### config.mk
export PLATFORM = sky130hd
export DESIGN_NAME = bpf_seq_ctrl
export DESIGN_NICKNAME = d
export VERILOG_FILES = /design/src/rtl/bpf_pkg.sv /design/src/rtl/bpf_ser_shifter.sv /design/src/rtl/bpf_seq_ctrl.sv
export SDC_FILE = /design/constraint.sdc
export NUM_CORES = 1
export LEC_CHECK = 0
export ABC_AREA = 1
export BUFFER_PORTS_ARGS = -buffer_cell sky130_fd_sc_hd__buf_4
export CORE_MARGIN = 1.5
export CORE_UTILIZATION = 50
export DETAILED_ROUTE_END_ITERATION = 12
export MAX_ROUTING_LAYER = met4
export PLACE_DENSITY = 0.74
export SLEW_MARGIN = 20
export SYNTH_ARGS = -nofsm -noshare
export SYNTH_HDL_FRONTEND = slang
export SYNTH_SLANG_ARGS = --single-unit
### constraint.sdc
create_clock -name clock -period 3.4 [get_ports clock]
set_clock_uncertainty 0.15 [all_clocks]
set_input_delay 0.34 -clock clock [delete_from_list [all_inputs] [get_ports clock]]
set_output_delay 0.34 -clock clock [all_outputs]
set_load 0.01 [all_outputs]
### src/rtl/bpf_pkg.sv
// bpf_pkg: band tables, FSM state and band index types for the band-pass filter selector.
// Latency: n/a (constants and types only).
// Backpressure: n/a.
//
// Tables are padded to 16 entries so a 4-bit band index addresses them exactly.
// Padding limits saturate high and padding codes select bypass.
package bpf_pkg;

  localparam int BPF_NUM_BANDS = 6;

  // Upper band limit (inclusive) in freq[31:16] units (65.536 kHz).
  localparam int unsigned BAND_LIMIT [16] = '{
    38, 91, 191, 305, 458,
    65535, 65535, 65535, 65535, 65535, 65535, 65535, 65535, 65535, 65535, 65535
  };

  // Parallel relay code per band; index 5 is bypass.
  localparam int unsigned BAND_CODE [16] = '{
    6, 2, 0, 3, 1, 7,
    7, 7, 7, 7, 7, 7, 7, 7, 7, 7
  };

  typedef enum logic [2:0] {
    ST_IDLE,
    ST_LOAD,
    ST_SHIFT,
    ST_LATCH,
    ST_SETTLE
  } state_t;

  typedef logic [3:0] band_t;

endpackage

### src/rtl/bpf_ser_shifter.sv
// bpf_ser_shifter: serialises a filter word MSB first on ser_data/ser_clk, then strobes ser_en.
// Latency: 2*CLK_DIV*SER_BITS cycles of shifting plus CLK_DIV cycles of latch after start.
// Backpressure: none; start is a one-cycle pulse, shift_end/latch_end flag the final cycle of each phase.
//
// Ports: clock, reset (sync, active-low), start + word (load request),
//        ser_data/ser_clk/ser_en (registered board pins), shift_end/latch_end (phase-end flags).
module bpf_ser_shifter
  import bpf_pkg::*;
#(
  parameter int SER_BITS = 8,
  parameter int CLK_DIV  = 2
) (
  input  logic                clock,
  input  logic                reset,
  input  logic                start,
  input  logic [SER_BITS-1:0] word,
  output logic                ser_data,
  output logic                ser_clk,
  output logic                ser_en,
  output logic                shift_end,
  output logic                latch_end
);

  localparam int DIV_W = $clog2(CLK_DIV + 1);
  localparam int BIT_W = $clog2(SER_BITS + 1);
  localparam logic [DIV_W-1:0] DIV_LAST = DIV_W'(CLK_DIV - 1);
  localparam logic [BIT_W-1:0] BIT_LAST = BIT_W'(SER_BITS - 1);

  logic [SER_BITS-1:0] sreg;
  logic [DIV_W-1:0]    div_cnt;
  logic [BIT_W-1:0]    bit_cnt;
  logic                shifting;
  logic                latching;
  logic                div_wrap;

  assign div_wrap  = (div_cnt == DIV_LAST);
  // Last cycle of the high phase of the final bit.
  assign shift_end = shifting && ser_clk && div_wrap && (bit_cnt == BIT_LAST);
  assign latch_end = latching && div_wrap;

  always_ff @(posedge clock) begin
    if (!reset) begin
      sreg     <= '0;
      div_cnt  <= '0;
      bit_cnt  <= '0;
      shifting <= 1'b0;
      latching <= 1'b0;
      ser_data <= 1'b0;
      ser_clk  <= 1'b0;
      ser_en   <= 1'b0;
    end else if (start) begin
      sreg     <= word;
      ser_data <= word[SER_BITS-1];
      ser_clk  <= 1'b0;
      ser_en   <= 1'b0;
      div_cnt  <= '0;
      bit_cnt  <= '0;
      shifting <= 1'b1;
      latching <= 1'b0;
    end else if (shifting) begin
      if (!div_wrap) begin
        div_cnt <= div_cnt + 1'b1;
      end else begin
        div_cnt <= '0;
        if (!ser_clk) begin
          ser_clk <= 1'b1;
        end else begin
          // Falling edge: data moves together with the clock going low,
          // so it is stable for the whole high phase.
          ser_clk <= 1'b0;
          if (bit_cnt == BIT_LAST) begin
            shifting <= 1'b0;
            latching <= 1'b1;
            ser_en   <= 1'b1;
            ser_data <= 1'b0;
          end else begin
            bit_cnt  <= bit_cnt + 1'b1;
            sreg     <= sreg << 1;
            ser_data <= sreg[SER_BITS-2];
          end
        end
      end
    end else if (latching) begin
      if (!div_wrap) begin
        div_cnt <= div_cnt + 1'b1;
      end else begin
        div_cnt  <= '0;
        latching <= 1'b0;
        ser_en   <= 1'b0;
      end
    end
  end

endmodule

### src/rtl/bpf_seq_ctrl.sv
// bpf_seq_ctrl: maps tuned frequency to a band-pass filter band and sequences the relay board.
// Latency: 4 cycles freq -> bpf_code (parallel); busy lasts 1+SETTLE_CYC or 1+2*CLK_DIV*SER_BITS+CLK_DIV+SETTLE_CYC.
// Backpressure: none; ptt high holds off new switches, freq changes during a switch wait for IDLE.
//
// Ports: clock, reset (sync, active-low), freq, ptt, ser_mode in;
//        bpf_code, band_idx, vhf, busy, ser_data/ser_clk/ser_en out (all registered).
// Optional: define BPF_HYST_EN to keep the current band within +/-HYST of its edges.
module bpf_seq_ctrl
  import bpf_pkg::*;
#(
  parameter int FREQ_W     = 32,
  parameter int CODE_W     = 3,
  parameter int NUM_BANDS  = BPF_NUM_BANDS,
  parameter int SER_BITS   = 8,
  parameter int CLK_DIV    = 2,
  parameter int SETTLE_CYC = 16,
  parameter int HYST       = 2
) (
  input  logic              clock,
  input  logic              reset,
  input  logic [FREQ_W-1:0] freq,
  input  logic              ptt,
  input  logic              ser_mode,
  output logic [CODE_W-1:0] bpf_code,
  output logic [3:0]        band_idx,
  output logic              ser_data,
  output logic              ser_clk,
  output logic              ser_en,
  output logic              busy,
  output logic              vhf
);

  localparam int    FT_W      = FREQ_W - 16;
  localparam int    LIM_W     = FT_W + 1;
  localparam int    SC_W      = $clog2(SETTLE_CYC + 1);
  localparam band_t LAST_BAND = band_t'(NUM_BANDS - 1);
  localparam logic [SC_W-1:0] SETTLE_LAST = SC_W'(SETTLE_CYC - 1);

  logic [FT_W-1:0]     ftop;
  logic [LIM_W-1:0]    ftop_x;
  band_t               raw_band;
  band_t               next_target;
  band_t               target;
  state_t              state;
  logic [SC_W-1:0]     settle_cnt;
  logic                ser_start;
  logic [SER_BITS-1:0] ser_word;
  logic                shift_end;
  logic                latch_end;
  logic                unused_freq_lsb;

  assign unused_freq_lsb = ^freq[15:0];
  // One bit of headroom so limit +/- margin never wraps.
  assign ftop_x = {1'b0, ftop};

  // Smallest band whose upper limit covers ftop; bypass otherwise.
  always_comb begin
    raw_band = LAST_BAND;
    for (int i = NUM_BANDS - 2; i >= 0; i--) begin
      if (ftop_x <= LIM_W'(BAND_LIMIT[band_t'(i)]))
        raw_band = band_t'(i);
    end
  end

`ifdef BPF_HYST_EN
  logic [LIM_W-1:0] lo_lim, hi_lim, lo_bound, hi_bound;
  logic [LIM_W:0]   hi_sum;
  logic             keep;

  always_comb begin
    lo_lim   = LIM_W'(BAND_LIMIT[band_idx - 4'd1]);
    hi_lim   = LIM_W'(BAND_LIMIT[band_idx]);
    hi_sum   = {1'b0, hi_lim} + (LIM_W+1)'(HYST);
    lo_bound = (lo_lim > LIM_W'(HYST)) ? lo_lim - LIM_W'(HYST) : '0;
    hi_bound = hi_sum[LIM_W] ? '1 : hi_sum[LIM_W-1:0];
    // Band 0 has no lower edge and bypass has no upper edge.
    keep = ((band_idx == '0) || (ftop_x > lo_bound)) &&
           ((band_idx == LAST_BAND) || (ftop_x <= hi_bound));
  end

  assign next_target = keep ? band_idx : raw_band;
`else
  localparam int unused_hyst = HYST;
  assign next_target = raw_band;
`endif

  // Reset ftop to all-ones so the pipeline holds bypass until a real
  // frequency has flowed through.
  always_ff @(posedge clock) begin
    if (!reset) begin
      ftop   <= '1;
      target <= LAST_BAND;
    end else begin
      ftop   <= freq[FREQ_W-1:16];
      target <= next_target;
    end
  end

  assign ser_start = (state == ST_LOAD) && ser_mode;
  assign ser_word  = {{(SER_BITS-1){1'b0}}, 1'b1} << target;

  always_ff @(posedge clock) begin
    if (!reset) begin
      state      <= ST_IDLE;
      band_idx   <= LAST_BAND;
      bpf_code   <= CODE_W'(BAND_CODE[LAST_BAND]);
      vhf        <= 1'b1;
      busy       <= 1'b0;
      settle_cnt <= '0;
    end else begin
      case (state)
        ST_IDLE: begin
          if ((target != band_idx) && !ptt) begin
            state <= ST_LOAD;
            busy  <= 1'b1;
          end
        end
        ST_LOAD: begin
          band_idx   <= target;
          bpf_code   <= CODE_W'(BAND_CODE[target]);
          vhf        <= (target == LAST_BAND);
          settle_cnt <= '0;
          state      <= ser_mode ? ST_SHIFT : ST_SETTLE;
        end
        ST_SHIFT: begin
          if (shift_end)
            state <= ST_LATCH;
        end
        ST_LATCH: begin
          if (latch_end) begin
            state      <= ST_SETTLE;
            settle_cnt <= '0;
          end
        end
        ST_SETTLE: begin
          if (settle_cnt == SETTLE_LAST) begin
            state <= ST_IDLE;
            busy  <= 1'b0;
          end else begin
            settle_cnt <= settle_cnt + 1'b1;
          end
        end
        default: begin
          state <= ST_IDLE;
          busy  <= 1'b0;
        end
      endcase
    end
  end

  bpf_ser_shifter #(
    .SER_BITS (SER_BITS),
    .CLK_DIV  (CLK_DIV)
  ) u_shifter (
    .clock     (clock),
    .reset     (reset),
    .start     (ser_start),
    .word      (ser_word),
    .ser_data  (ser_data),
    .ser_clk   (ser_clk),
    .ser_en    (ser_en),
    .shift_end (shift_end),
    .latch_end (latch_end)
  );

endmodule

==> summary.md, run 1 <==
| Metric | Value |
|---|---|
| VDD IR max | 0.000354 V |
| Synthesized cell area | 2410 um2 |
| Root Driver | clkbuf_8 |
| First-pass GRT wire length | 7.02 mm |
| Hold crit path type | in2reg |
| Synth Flop Type | dfxtp_1 |
| Status | complete, no violations |
| H-tree depth | 2 |
| Sequential fraction of the synthesis area | 0.441 |
| Syn. warnings | 0 |
| Worst-path maximum fanout | 7 |
| Layout cells sized above 1 | 0.240 |
| Detailed Route WL | 4.02 mm |
| Register Area | 1060 um2 |
| HPWL after DPL | 2.93 mm |
| Core area | 4690 um2 |
| Final setup fails | 0 |
| # IOs | 48 |
| ANT cells | 0 |
| Crit path DAT | 1.86 ns |
| Top-area cell type share of the netlist area | 0.441 |
| Gr usage total | 0.176 |
| Vias in the first global route | 1,701 |
| Syn Inst Count | 306 |
| Avg WL per Cell | 10.2 um |
| Async set-reset flop share out of synthesis | 0 |
| Final instance area | 2760 um2 |
| Nets | 376 |
| Critical path data required time | 3.45 ns |
| Post-synth EDFFs | 0 |
| Clock Pin Slew Worst Setup and Hold Paths | 0.10 ns |
| Setup repair bufs after CTS | 0 |
| Total congestion overflow | 0 |
| WL met2 | 1.95 mm |
| Fmax | 553 MHz |
| Area occupied by multi-input gates | 1150 um2 |
| DP Area | 2660 um2 |
| Pre-CTS setup slack | 1.61 ns |
| Mean Syn Cell Area | 7.86 um2 |
| # fillers | 443 |
| Synth top area cells | dfxtp_1 (44%), nand2_1 (9.0%), inv_1 (5.0%) |
| Post-synthesis register bit count | 53 |
| Final Critical Period | 1.81 ns |
| Post-synthesis cell type count | 41 |
| Setup ws final | 1.59 ns |
| Leakage | 1.22 nW |
| Die height | 72.4 um |
| Top Layer Used | met4 |
| Startpoint types | flip-flop |
| Commonest cells post-synth | nand2_1 (58), dfxtp_1 (53), inv_1 (32) |
| Power Density | 642 nW/um2 |
| Vias/cell | 4.96 |
| Clk_lat worst skew | 0.31 ns |
| Final Max Slew Viols | 0 |
| Total CTS buffers | 5 |
| DR WL met3 | 137 um |
| Std-Cell Rows | 25 |
| Clock Sinks | 53 |
| Cell taking the most area after synthesis | dfxtp_1 |
| Total number of vias | 1,943 |
| Residual DRC | 0 |
| Final hold viol count | 0 |
| Most frequent cell after synthesis | nand2_1 |
| Final period util | 0.531 |
| Starting DRT DRC Count | 77 |
| Max-cap violations | 0 |
| RSZ-0062 raised after global routing | false |
| Final Wtd Congestion | 0.842 |
| IO Port Bufs | 30 |
| Initial antenna violation count | 0 |
| Layout area overhead | 14.6% |
| Clock Path Buffers | 2 |
| CTS tree | built |
| Met1 WL | 1.86 mm |
| Die Footprint | 5240 um2 |
| Die Width | 72.4 um |
| Synth Net Count | 345 |
| Critical path class | reg2reg |
| Number of detailed-route iterations in the first pass | 4 |
| Initial Util | 0.513 |
| Largest net degree at the start of global routing | 27 |
| Worst setup EP type | flip-flop |
| Setup TNS | 0 ns |
| Post_cts resized | 0 |
| Antenna-violating nets left | 0 |
| Hold_buf cts | 0 |
critical path, stage by stage, from the launching register on:
cell and delay (ns):
dfxtp_1 0.38, ha_1 0.18, inv_1 0.06, nor3_1 0.14
ha_1 0.18, inv_1 0.06, nand2_4 0.10, nand2_2 0.07
nand2_4 0.12, clkinv_2 0.09, nor2_1 0.12, nor3b_2 0.06
per-layer routing:
metal	vias up	track usage
met5	-	-
met4	0	0.0755
met3	6	0.0375
met2	29	0.293
met1	863	0.204
li1	1045	-
final timing paths:
path | startpoint | endpoint | slack (ns) | cells past startpoint
worst min-delay path | freq[24] | ftop[8] | 0.05 | 2
worst max register to register | settle_cnt[0] | settle_cnt[4] | 1.59 | 11
worst max-delay path | settle_cnt[0] | settle_cnt[4] | 1.59 | 11
worst min register to register | busy | busy | 0.30 | 2
cells by family (layout without fill, tap and decap cells):
| logic type | count (synthesis) | after routing | share of synthesized area |
|---|---|---|---|
| other cells | 1 | 1 | 0.00156 |
| xor+xnor | 3 | 3 | 0.0109 |
| fa+ha+maj | 3 | 3 | 0.0156 |
| flops | 53 | 53 | 0.441 |
| simple gates | 149 | 149 | 0.326 |
| compound gates | 52 | 52 | 0.126 |
| buf+inv | 45 | 77 | 0.0790 |
state kept, by name (all words and copies together), names as in the netlist:
name	flops
ftop	16
u_shifter.sreg	7
settle_cnt	5
u_shifter.bit_cnt	4
band_idx	3
bpf_code	3
state	3
target	3
u_shifter.div_cnt	2
busy	1
u_shifter.latching	1
u_shifter.ser_clk	1
u_shifter.ser_data	1
u_shifter.ser_en	1
u_shifter.shifting	1
vhf	1
report_power, final:
part / switching (mW) / total [mW] / internal (mW)
clock: 0.212 / 0.361 / 0.149
combinational: 0.389 / 0.637 / 0.248
sequential: 0.0666 / 0.772 / 0.706
stage by stage:
stage          std cells  hold WS, ns  power (mW)   util
6_report             392       0.0503        1.77  0.588
4_1_cts              392       0.0432        1.79  0.588
2_1_floorplan        306        0.286        1.28      -
3_5_place_dp         384        0.297        1.42  0.568
5_1_grt              392       0.0379        1.91  0.588
3_3_place_gp         384        0.285        1.41  0.568
cells in the final DEF (no fill, tap or decap), drive strengths merged, types with 2 or more instances in the layout:
cell / n
a21oi: 21
inv: 39
nor2: 35
xor2: 2
nand4: 8
nand2: 66
a31oi: 3
or2: 18
buf: 30
dfxtp: 53
nor3: 5
a211oi: 2
o21ai: 24
nand3: 15
ha: 3
clkbuf: 5
clkinv: 2
cell type report:
class	count	area share
multi-input combinational	208	0.419
sequential	53	0.385
timing repair buffer	30	0.0817
inverter	39	0.0563
clock buffer	5	0.0250
tap	54	0.0245
clock inverter	3	0.00907
Power figures use the tool's default switching activity.
==> run 2: changes to the inputs <==
==> constraint.sdc (replaced) <==
create_clock -name clock -period 1.9 [get_ports clock]
set_clock_uncertainty 0.15 [all_clocks]
set_input_delay 0.19 -clock clock [delete_from_list [all_inputs] [get_ports clock]]
set_output_delay 0.19 -clock clock [all_outputs]
set_load 0.01 [all_outputs]
==> run 2 against run 1 <==
Die area did not move. Routed wire length rose by 8.4%. Critical path depth did not move. Hold slack got worse by 0.0090 ns. Utilization rose by 3.1 points. Highest routed layer unchanged. Final cell count rose by 3.6%. Sequential power rose by 80%. Clock power rose by 58%.
==> summary.md, run 2 (synthesis gave the netlist of run 1 again) <==
| Metric | Value |
|---|---|
| Final period util | 0.939 |
| CP bufs+invs | 2 |
| Final setup fails | 0 |
| Nets | 392 |
| Root Driver | clkbuf_8 |
| Die Width | 72.4 um |
| RSZ-0062 raised after global routing | false |
| R2r startpoint | settle_cnt[0] |
| Antenna-violating nets left | 0 |
| Clk_lat worst skew | 0.30 ns |
| Switching share of total power | 0.368 |
| Final Wtd Congestion | 0.836 |
| CTS tree | built |
| Initial Util | 0.513 |
| CP max-delay cell | dfxtp_2 |
| Std-Cell Rows | 25 |
| # fillers | 427 |
| ANT cells | 0 |
| Total congestion overflow | 0 |
| Clock power frac | 0.183 |
| Final instance area | 2900 um2 |
| Number of detailed-route iterations in the first pass | 4 |
| VDD IR max | 0.000543 V |
| Worst setup path end | settle_cnt[3] |
| Power Density | 1080 nW/um2 |
| Biggest regs | ftop: 16 flops, u_shifter.sreg: 7 flops, settle_cnt: 5 flops |
| HPWL after DPL | 3.14 mm |
| Sw Pwr | 1.15 mW |
| Reg2reg end | settle_cnt[3] |
| Final Max Slew Viols | 0 |
| Hold crit path type | in2reg |
| Startpoint types | flip-flop |
| Internal | 1.97 mW |
| Detailed Route WL | 4.35 mm |
| Status | complete, no violations |
| Largest Register | ftop |
| Largest net degree at the start of global routing | 27 |
| Critical path class | reg2reg |
| Gr usage total | 0.183 |
| Residual DRC | 0 |
| Setup TNS | 0 ns |
| Clock Sinks | 53 |
| Delay-heaviest family, CP | simple AND/OR/NAND/NOR gates |
| Fmax | 561 MHz |
| Worst-path cell chain | ha_1 > inv_1 > nor3_1 > ha_1 > inv_1 > nand2_4 > nand2_2 > nand2_4 > nor2_2 > xor2_1 > nor2_1 |
| Max-cap violations | 0 |
| Stages on the worst setup path | 11 |
| Critical path data required time | 1.94 ns |
| First-pass GRT wire length | 7.42 mm |
| H-tree depth | 2 |
| Crit path DAT | 1.82 ns |
| Worst R2R Path Depth | 11 |
| Vias in the first global route | 1,830 |
| Total number of vias | 2,019 |
| Commonest cells after routing, fill and taps aside | nand2_1 (58), dfxtp_1 (51), inv_1 (32), buf_4 (30), nor2_1 (28) |
| Core area | 4690 um2 |
| Worst-path maximum fanout | 7 |
| Setup repair bufs after CTS | 0 |
| Final hold viol count | 0 |
| Starting DRT DRC Count | 96 |
| WHS | 0.0413 ns |
| Avg WL per Cell | 10.7 um |
| Logic pwr share | 0.373 |
| Die Footprint | 5240 um2 |
| IO Port Bufs | 30 |
| CP startpoint | settle_cnt[0] |
| Final Critical Period | 1.78 ns |
| Clock Pin Slew Worst Setup and Hold Paths | 0.09 ns |
| Layout area overhead | 20.6% |
| Layout cells sized above 1 | 0.233 |
| Die height | 72.4 um |
| Initial antenna violation count | 0 |
| Most common cell after layout, fill and taps aside | nand2_1 |
| # IOs | 48 |
| Reg-to-reg slack, setup | 0.12 ns |
| Leakage | 1.28 nW |
| Number of flip-flops under the largest register name | 16 |
| Vias/cell | 4.97 |
| DP Area | 2660 um2 |
| CP peak stage delay | 0.34 ns |
| Clock Path Buffers | 2 |
| Layout Utilization | 0.619 |
| Total CTS buffers | 5 |
| Flop pwr share | 0.444 |
| Worst setup EP type | flip-flop |
## run 2: through the flow
step                      cells  setup slack, ns  power, mW
final                       406            0.116       3.12
after global routing        406        0.0000167       3.37
after CTS                   406           0.0953       3.15
after detailed placement    384            0.118       2.55
after global placement      384            0.151       2.53
after floorplan             306            0.264       2.30
## run 2: area by class of cell
class | count | area, um2 | area share
clock buffers | 5 | 68.8 | 0.0237
well taps | 54 | 67.6 | 0.0233
clock inverters | 1 | 5.00 | 0.00172
flip-flops and latches | 53 | 1060 | 0.366
repair buffers | 46 | 385 | 0.133
multi-input cells | 208 | 1160 | 0.399
inverters | 39 | 155 | 0.0534
## run 2: metal layers
| metal | wire length [um] | share of wire | global-route usage | vias to the layer above |
|---|---|---|---|---|
| met4 | 22 | 0.0051 | 0.0566 | 0 |
| met1 | 1930 | 0.44 | 0.203 | 898 |
| met5 | 0 | 0 | - | - |
| met3 | 161 | 0.037 | 0.0375 | 2 |
| met2 | 2240 | 0.51 | 0.329 | 40 |
| li1 | - | - | - | 1079 |
## run 2: worst min path at each step
stage / start / endpoint / slack, ns / depth (start not counted)
after global placement: freq[24] / ftop[8] / 0.22 / 2
after floorplan: freq[30] / ftop[14] / 0.14 / 1
final: reset / vhf / 0.04 / 2
after global routing: reset / vhf / 0.04 / 2
after detailed placement: freq[24] / ftop[8] / 0.22 / 2
after CTS: reset / vhf / 0.03 / 2
## run 2: power by group through the flow
stage	clock, mW	sequential (mW)	combinational, mW
floorplan	0	1.41	0.881
global placement	0	1.41	1.12
detailed placement	0	1.41	1.14
CTS	0.585	1.38	1.18
global route	0.635	1.41	1.33
finish	0.570	1.39	1.17
## run 2: repair_timing
action	CTS	global route
gates resized for setup	0	3
endpoints found under the setup margin	0	6
hold buffers	16	0
endpoints found under the hold margin	16	0
==> run 3: changes to the inputs <==
==> constraint.sdc (replaced) <==
create_clock -name clock -period 1.65 [get_ports clock]
set_clock_uncertainty 0.15 [all_clocks]
set_input_delay 0.165 -clock clock [delete_from_list [all_inputs] [get_ports clock]]
set_output_delay 0.165 -clock clock [all_outputs]
set_load 0.01 [all_outputs]
==> run 3 against run 2 <==
The flow now finishes with violations (setup timing). Hold slack worse by 0.025 ns. Utilization is 5.0 points higher. Setup slack worse by 0.14 ns. First-iteration DRC count is 46% lower. Via count is 5.1% higher. Critical endpoint is now settle_cnt[2].
==> summary.md, run 3 (synthesis gave the netlist of run 1 again) <==
| Metric | Value |
|---|---|
| Clock Path Buffers | 2 |
| Final Wtd Congestion | 0.825 |
| Number of flip-flops under the largest register name | 16 |
| Die height | 72.4 um |
| Clk_lat worst skew | 0.32 ns |
| H-tree depth | 2 |
| Crit path DAT | 1.73 ns |
| Initial antenna violation count | 0 |
| Critical path data required time | 1.71 ns |
| Setup ws final | -0.0229 ns |
| Worst-path cell chain | ha_4 > inv_2 > nor3_2 > ha_2 > inv_2 > nand2_4 > nand2_4 > nand2_8 > buf_6 > o21ai_1 > nand2_1 > nor2_1 |
| Die Width | 72.4 um |
| Largest Register | ftop |
| Max-cap violations | 0 |
| Critical path class | reg2reg |
| Starting DRT DRC Count | 52 |
| Hold crit path type | in2reg |
| Nets | 408 |
| IO Port Bufs | 30 |
| Total congestion overflow | 0 |
| Most common cell after layout, fill and taps aside | nand2_1 |
| CTS tree | built |
| Antenna-violating nets left | 0 |
| Layout Utilization | 0.669 |
| Die Footprint | 5240 um2 |
| Commonest cells after routing, fill and taps aside | nand2_1 (56), dfxtp_1 (50), buf_4 (43), inv_1 (28), nor2_1 (26) |
| Status | finished with violations |
| HPWL after DPL | 3.17 mm |
| Largest net degree at the start of global routing | 27 |
| DP Area | 2760 um2 |
| Worst R2R Path Depth | 12 |
| Hold Crit Depth | 3 |
| CP max-delay cell | dfxtp_2 |
| VDD IR max | 0.000571 V |
| Root Driver | clkbuf_8 |
| Layout area overhead | 30.4% |
| First-pass GRT wire length | 7.87 mm |
| Worst setup EP type | flip-flop |
| Final setup fails | 3 |
| Total CTS buffers | 5 |
| Clock Sinks | 53 |
| Power Density | 1280 nW/um2 |
| Fmax | 598 MHz |
| Biggest regs | ftop: 16 flops, u_shifter.sreg: 7 flops, settle_cnt: 5 flops |
| Vias in the first global route | 1,952 |
| Initial Util | 0.513 |
| Worst-path maximum fanout | 6 |
| Residual DRC | 0 |
| Final Max Slew Viols | 0 |
| Startpoint types | flip-flop |
| Final hold viol count | 0 |
| Total number of vias | 2,121 |
| Number of detailed-route iterations in the first pass | 4 |
| ANT cells | 0 |
| Final Critical Period | 1.67 ns |
| Final instance area | 3140 um2 |
| Pre-CTS setup slack | -0.0754 ns |
| Avg WL per Cell | 11.0 um |
| WHS | 0.0160 ns |
| Clock Pin Slew Worst Setup and Hold Paths | 0.10 ns |
| Failing checks | setup timing |
| Std-Cell Rows | 25 |
| Gr usage total | 0.200 |
| Layout cells sized above 1 | 0.305 |
| # IOs | 48 |
| RSZ-0062 raised after global routing | true |
| Core area | 4690 um2 |
| Final period util | 1.01 |
| Detailed Route WL | 4.66 mm |
| Non-filler instance count after layout | 424 |
| Leakage | 1.38 nW |
| DP Cell Count | 397 |
| Vias/cell | 5.00 |
| CP peak stage delay | 0.37 ns |
[run 3: changes by cell type in the layout (fill, tap and decap cells not counted), moves of 2 or more]
| cell | change |
|---|---|
| buf_4 | +13 |
| buf_6 | +2 |
| clkinv_2 | -2 |
| ha_1 | -2 |
| inv_1 | -4 |
| inv_2 | +4 |
| nand2_1 | -2 |
| nor2_1 | -2 |
| nor2_4 | +2 |
[run 3: layout make-up]
type                            count  area, um2
Multi-Input combinational cell    208       1240
Fill cell                         397       1550
Inverter                           39        156
Timing Repair Buffer               62        515
Sequential cell                    53       1060
Tap cell                           54       67.6
Clock buffer                        5       68.8
Clock inverter                      3       25.0
[run 3: routing by layer]
metal	up-vias	global-route usage	share of wire	wire length, um
met4	0	0.0943	0.021	97
met3	9	0.0500	0.037	173
met1	959	0.212	0.42	1960
met2	44	0.349	0.52	2430
met5	-	-	0	0
li1	1109	-	-	-
[run 3: report_power, final]
group | switching [mW] | internal [mW] | total (mW)
registers | 0.139 | 1.46 | 1.60
logic | 0.934 | 0.720 | 1.65
clock network | 0.448 | 0.307 | 0.755
total | 1.52 | 2.49 | 4.01
[run 3: path summary, 6_finish.rpt]
kind / startpoint / end / slack (ns)
setup / recovery: settle_cnt[1] / settle_cnt[2] / -0.02
hold / removal: ser_mode / u_shifter.sreg[5] / 0.02
setup reg to reg: settle_cnt[1] / settle_cnt[2] / -0.02
hold reg to reg: busy / busy / 0.31
[run 3: worst max-delay path: cells and delay by family, from the launching register on]
kind / cells / cell delay, ns
AO/OA/AOI/OAI: 1 / 0.04
AND/OR/NAND/NOR: 6 / 0.49
buffers and inverters: 3 / 0.18
flip-flops: 1 / 0.37
adder cells (fa/ha/maj): 2 / 0.33
[run 3: per-stage QoR]
stage / power (mW) / setup TNS [ns]
CTS: 3.83 / -0.00466
global route: 4.33 / -0.810
finish: 4.01 / -0.0500
floorplan: 2.64 / 0
detailed placement: 3.02 / -0.244
global placement: 2.99 / -0.0648
[run 3: repair_timing]
item | 4_1_cts | 5_1_grt
hold endpoints to repair | 18 | 0
buffers inserted | 0 | 2
setup endpoints to repair | 7 | 21
hold buffers | 17 | 0
gates resized for setup | 7 | 22
pin swaps | 2 | 9
